<file path="src/rtl/hack_adder16.sv">
// Registered 16-bit ripple-carry adder for the Hack datapath.
// Sum, carry-out and signed overflow are captured together with a one-cycle valid strobe.

module hack_adder16_ha (
    input  logic a,
    input  logic b,
    output logic s,
    output logic c
);
    assign s = a ^ b;
    assign c = a & b;
endmodule

module hack_adder16_fa (
    input  logic a,
    input  logic b,
    input  logic ci,
    output logic s,
    output logic co
);
    assign s  = a ^ b ^ ci;
    assign co = (a & b) | (a & ci) | (b & ci);
endmodule

module hack_adder16 #(
    parameter int unsigned           WIDTH     = 16,
    parameter logic [WIDTH-1:0]      RESET_VAL = '0
) (
    input  logic             clk,
    input  logic             rst,
    input  logic             in_valid,
    input  logic [WIDTH-1:0] a,
    input  logic [WIDTH-1:0] b,
    output logic [WIDTH-1:0] out,
    output logic             carry_out,
    output logic             overflow,
    output logic             out_valid
);
    logic [WIDTH-1:0] sum;
    logic [WIDTH-1:0] carry;
    logic             ovf;

    // Bit 0 has no carry-in, so it is a half adder; the rest ripple through full adders.
    hack_adder16_ha u_ha0 (
        .a (a[0]),
        .b (b[0]),
        .s (sum[0]),
        .c (carry[0])
    );

    for (genvar i = 1; i < WIDTH; i++) begin : g_chain
        hack_adder16_fa u_fa (
            .a  (a[i]),
            .b  (b[i]),
            .ci (carry[i-1]),
            .s  (sum[i]),
            .co (carry[i])
        );
    end

    assign ovf = (a[WIDTH-1] == b[WIDTH-1]) && (sum[WIDTH-1] != a[WIDTH-1]);

    always_ff @(posedge clk or posedge rst) begin
        if (rst) begin
            out       <= RESET_VAL;
            carry_out <= 1'b0;
            overflow  <= 1'b0;
            out_valid <= 1'b0;
        end else begin
            out_valid <= in_valid;
            if (in_valid) begin
                out       <= sum;
                carry_out <= carry[WIDTH-1];
                overflow  <= ovf;
            end
        end
    end
endmodule

</file>
<file path="config.mk">
export PLATFORM = sky130hd
export DESIGN_NAME = hack_adder16
export DESIGN_NICKNAME = d
export VERILOG_FILES = /design/src/rtl/hack_adder16.sv
export SDC_FILE = /design/constraint.sdc
export NUM_CORES = 1
export LEC_CHECK = 0
export BUFFER_PORTS_ARGS = -buffer_cell sky130_fd_sc_hd__buf_2
export CORE_MARGIN = 3
export CORE_UTILIZATION = 48
export DETAILED_ROUTE_END_ITERATION = 10
export PLACE_DENSITY = 0.85
export SYNTH_ARGS = -nofsm -noshare
export SYNTH_HDL_FRONTEND = slang
export SYNTH_HIERARCHICAL = 1
export SYNTH_SLANG_ARGS = --single-unit
</file>
<file path="constraint.sdc">
create_clock -name clk -period 1.77 [get_ports clk]
set_input_delay 0.177 -clock clk [delete_from_list [all_inputs] [get_ports clk]]
set_output_delay 0.177 -clock clk [all_outputs]
set_load 0.01 [all_outputs]
</file>
## After elaboration in Yosys (flattened, before gate mapping)

Cells that the tools add are included.

| operators by class | value |
|---|---|
| bitwise operators | 107 |
| equal/unequal tests | 2 |
| reductions and logical operators | 1 |

Operator list:

| cell | count |
|---|---|
| 1-bit AND | 46 |
| 1-bit bitwise XOR | 31 |
| 1-bit OR | 30 |
| 1-bit == test | 1 |
| 1-bit logical AND | 1 |
| 1-bit inequality test | 1 |

| word-level totals | value |
|---|---|
| bits in registers | 19 |
| logic and storage cells | 114 |

## Logic depth before layout (Yosys ltp)

| depth | value |
|---|---|
| depth after elaboration | 46 |
| gate-level depth with buffers | 18 |
| gate-level depth less buffers | 18 |

## Modules after synthesis

The synthesis kept the hierarchy.

Modules (own cells, without submodules):

| module | area each (sq um) | cells an instance | instances | seq. area each (sq um) |
|---|---|---|---|---|
| hack_adder16 | 758.2 | 43 | 1 | 475.5 |
| hack_adder16_fa | 20.0 | 1 | 15 | 0.0 |
| hack_adder16_ha | 12.5 | 1 | 1 | 0.0 |

## Worst setup path before layout

Ideal clock, no wire load.

| timing | value |
|---|---|
| path type | in2reg |
| from | input a[0] |
| to | register overflow |
| stages | 18 |
| arrival | 6,648 ps |
| setup slack | -4,960 ps |
| buffers on the path | 0 |
| cells stage by stage | ha_1 -> fa_1 -> fa_1 -> fa_1 -> fa_1 -> fa_1 -> fa_1 -> fa_1 -> fa_1 -> fa_1 -> fa_1 -> fa_1 -> fa_1 -> fa_1 -> fa_1 -> fa_1 -> or3b_1 -> a31oi_1 |

| between the ends | value |
|---|---|
| longest elaborated chain between the ends | 46 |

RTL lines:

| what | RTL line | text |
|---|---|---|
| start: declaration | 32 | `input logic [WIDTH-1:0] a,` |
| 1-bit AND (*) | 11 | `assign c = a & b;` |
| 1-bit AND | 22 | `assign co = (a & b) \| (a & ci) \| (b & ci);` |
| 1-bit OR | 22 |  |
| 1-bit OR (*) | 22 |  |
| net carry[1] | 40 | `logic [WIDTH-1:0] carry;` |
| 1-bit AND | 22 |  |
| 1-bit OR | 22 |  |
| 1-bit OR (*) | 22 |  |
| net carry[2] | 40 |  |
| [3 not listed] | -- |  |
| net carry[3] | 40 |  |
| [3 not listed] | -- |  |
| net carry[4] | 40 |  |
| [3 not listed] | -- |  |
| net carry[5] | 40 |  |
| [3 not listed] | -- |  |
| net carry[6] | 40 |  |
| [3 not listed] | -- |  |
| net carry[7] | 40 |  |
| [3 not listed] | -- |  |
| net carry[8] | 40 |  |
| [3 not listed] | -- |  |
| net carry[9] | 40 |  |
| [3 not listed] | -- |  |
| net carry[10] | 40 |  |
| [3 not listed] | -- |  |
| net carry[11] | 40 |  |
| [3 not listed] | -- |  |
| net carry[12] | 40 |  |
| [3 not listed] | -- |  |
| net carry[13] | 40 |  |
| 1-bit AND | 22 |  |
| 1-bit OR | 22 |  |
| 1-bit OR (*) | 22 |  |
| net carry[14] | 40 |  |
| 1-bit bitwise XOR (*) | 21 | `assign s = a ^ b ^ ci;` |
| net sum[15] | 39 | `logic [WIDTH-1:0] sum;` |
| 1-bit inequality test (*) | 61 | `assign ovf = (a[WIDTH-1] == b[WIDTH-1]) && (sum[WIDTH-1] != a[WIDTH-1]);` |
| 1-bit logical AND (*) | 61 |  |
| end signal: assignment | 74 | `overflow <= ovf;` |
| end: declaration | 36 | `output logic overflow,` |

The timed path passes the listed nets; every way through them passes the cells marked *.
A chain may end at the register's enable or synchronous reset.

## Final worst setup path

| timing | value |
|---|---|
| from | input a[0] |
| to | register overflow |

| between the ends | value |
|---|---|
| longest elaborated chain between the ends | 46 |

RTL lines:

| what | RTL line |
|---|---|
| 1-bit AND (*) | 11 |
| net carry[0] | 40 |
| 1-bit AND | 22 |
| 1-bit OR | 22 |
| 1-bit OR (*) | 22 |
| net carry[1] | 40 |
| 1-bit AND | 22 |
| 1-bit OR | 22 |
| [1 not listed] | -- |
| net carry[2] | 40 |
| [3 not listed] | -- |
| net carry[3] | 40 |
| [3 not listed] | -- |
| net carry[4] | 40 |
| [3 not listed] | -- |
| net carry[5] | 40 |
| [3 not listed] | -- |
| net carry[6] | 40 |
| [3 not listed] | -- |
| net carry[7] | 40 |
| [3 not listed] | -- |
| net carry[8] | 40 |
| [3 not listed] | -- |
| net carry[9] | 40 |
| [3 not listed] | -- |
| net carry[10] | 40 |
| [3 not listed] | -- |
| net carry[11] | 40 |
| [3 not listed] | -- |
| net carry[12] | 40 |
| [3 not listed] | -- |
| net carry[13] | 40 |
| 1-bit AND | 22 |
| 1-bit OR | 22 |
| 1-bit OR (*) | 22 |
| net carry[14] | 40 |
| 1-bit bitwise XOR (*) | 21 |
| net sum[15] | 39 |
| 1-bit inequality test (*) | 61 |
| 1-bit logical AND (*) | 61 |

Marks and branches as above.

==> impl_metrics.py <==
metrics = {
    "outcome": {
        "status": "finished, violations left",
        "violations": "hold timing, setup timing",
    },
    "drt": {
        "drt-total-wl_um": 2170,
        "ant_nets": 0,
        "vias": 681,
        "drtIter0Drc": 4,
        "firstDrtPassIters": 4,
        "drc": 0,
        "wire_per_inst_um": 15.3,
        "vias_per_cell": 4.80,
    },
    "timing": {
        "finClkSkew_ns": 0,
        "fmax_ghz": 0.165,
        "min_period_ns": 6.08,
        "period_share_pct": 343,
        "setup_viol": 14,
        "maxSlewHeadroom_pct": 51.3,
        "finalHoldWorstSlack_ns": -0.0215,
        "hold_viol_final": 19,
        "setup_ws_ns": -4.31,
        "tightest_slew_ns": 0.730,
        "drv_slew": 0,
        "rsz0062_at_grt": "true",
    },
    "setup_path": {
        "crit_arrival_ns": 6.31,
        "reg2reg_depth": 1,
        "path_class": "in -> reg",
        "worstPathRequired_ns": 2.00,
        "end_kind": "flip-flop",
        "start_kind": "input port",
        "crit_path_max_fanout": 2,
    },
    "grt": {
        "antenna_found_initial": 0,
        "grt-ovfl-total": 0,
        "grt_pass1_vias": 806,
        "grt_max_degree": 21,
        "grt_usage_pct": 17.4,
        "grt_pass1_wl_um": 3480,
    },
    "clock_network": {
        "cts_root_buf": "clkbuf_4",
        "tritoncts": "built",
        "cts_buffer_depth": 2,
        "numCtsBuffers": 3,
        "cts_sinks": 19,
        "htreeDepth": 1,
        "path_clk_slew_ns": 0.12,
        "clk_latency_ns": 0.30,
    },
    "die": {
        "rows": 16,
        "die_h_um": 53.2,
        "core-area_um2": 2040,
        "fp.dieArea_um2": 2830,
        "start_util_pct": 52.5,
        "ioPinCount": 54,
        "die_width_um": 53.2,
    },
    "place": {
        "gp_congestion": 0.724,
        "pre_cts_slack_ns": -4.67,
        "place_area_um2": 1400,
        "port_buffers": 53,
        "dp_hpwl_um": 1750,
    },
    "finish": {
        "synthToLayoutAreaGrowth_pct": 35.6,
        "nets": 167,
        "n_fill_cell": 158,
        "drive_above_1_share_pct": 78.3,
        "design_area_um2": 1450,
        "insertedDiodeCount": 0,
    },
    "power": {
        "powerDensity_nw_per_um2": 870,
        "p_leak_nw": 0.700,
        "peakVddDrop_v": 0.000475,
    },
    "synthesis": {
        "synth_top_area_share_pct": 44.4,
        "syn_area_um2": 1070,
        "synth_largest_area_cell": "dfrtp_1",
        "yosysWarningCount": 6,
        "synth-seq-cells": 19,
        "ys_seq_area_share_pct": 44.4,
        "avgSynthCellArea_um2": 18.2,
        "syn-instance-count": 59,
        "yosys-top-cells-area": "dfrtp_1, fa_1, mux2_4",
        "yosysUniqueCellTypes": 12,
        "syn_nets": 110,
    },
    "worst_hold_path": {
        "hp-class": "in -> async",
    },
    "job": {
        "drv_cap": 0,
    },
}
[synthesized netlist by cell type (all sizes together)]
master	number
or3b	1
nor2	1
dfrtp	19
inv	1
a31oi	1
nand3b	1
mux2	17
ha	1
fa	15
buf	2
[worst paths after layout]
check	start	endpoint	slack (ns)
max	a[0]	overflow	-4.31
min reg2reg	out[0]	out[0]	0.52
min in group clk	b[15]	overflow	0.19
max reg2reg	out[12]	out[12]	0.99
max in group asynchronous	rst	out[10]	1.33
min	rst	out[1]	-0.02
[placed cells by master (no fill, tap or decap), drive strengths merged]
cell	count
dfrtp	19
buf	54
nand3b	1
clkbuf	3
or3b	1
fa	15
mux2	17
ha	1
clkinv	1
nor2	1
inv	1
a31oi	1
[registers in the layout (all words and copies together), names as in the netlist]
signal / count
out_valid: 1
out: 16
overflow: 1
carry_out: 1
[through the flow]
| stage | power (mW) | std cells | setup TNS [ns] | utilization (%) |
|---|---|---|---|---|
| 2_1_floorplan | 0.834 | 59 | -34.72 | - |
| 3_3_place_gp | 1.01 | 138 | -37.76 | 68.4 |
| 3_5_place_dp | 1.04 | 138 | -38.53 | 68.4 |
| 4_1_cts | 1.29 | 142 | -33.54 | 71.1 |
| 5_1_grt | 1.36 | 142 | -34.55 | 71.1 |
| 6_report | 1.26 | 142 | -33.45 | 71.1 |
[repair_timing]
item,CTS,global route
setup buffers,0,0
hold buffers,0,0
pin swaps,0,1
endpoints found under the setup margin,14,14
resized for setup,6,0
[critical path: stages]
cell,delay (ns)
buf_6,0.10
ha_4,0.15
fa_2,0.35
fa_2,0.35
fa_2,0.35
fa_2,0.35
fa_2,0.34
fa_2,0.35
fa_2,0.34
fa_2,0.35
fa_2,0.34
fa_2,0.34
fa_2,0.34
fa_2,0.35
fa_2,0.35
fa_2,0.35
fa_1,0.50
or3b_1,0.36
a31oi_1,0.17
[metal layers]
metal / track usage [%] / routed length [um]
met1: 20.5 / 845
met5: 0 / 0
met2: 32.0 / 1140
met4: 3.83 / 0
met3: 3.38 / 191
[cell type report]
type                       instances  area [um2]  area share (%)
timing repair buffer              54         285            19.6
clock buffer                       3        22.5            1.55
sequential                        19         475            32.7
tap                               27        33.8            2.33
inverter                           1        3.75           0.258
multi-input combinational         37         627            43.2
clock inverter                     1        5.00           0.345
[cell families (layout without fill, tap and decap cells)]
kind of cell / Yosys count / after routing / synth area share (%)
fa+ha+maj: 16 / 16 / 29.2
buf+inv: 3 / 59 / 3.27
flops: 19 / 19 / 44.4
compound gates: 1 / 1 / 0.584
mux: 17 / 17 / 20.7
simple gates: 3 / 3 / 1.87
[power breakdown]
group          internal [mW]  switching, mW  total (mW)
sequential             0.528         0.0483       0.576
clock                 0.0840          0.140       0.224
combinational          0.266          0.198       0.465
total                  0.878          0.386        1.26
No activity file was read; power rests on OpenSTA's default activity.
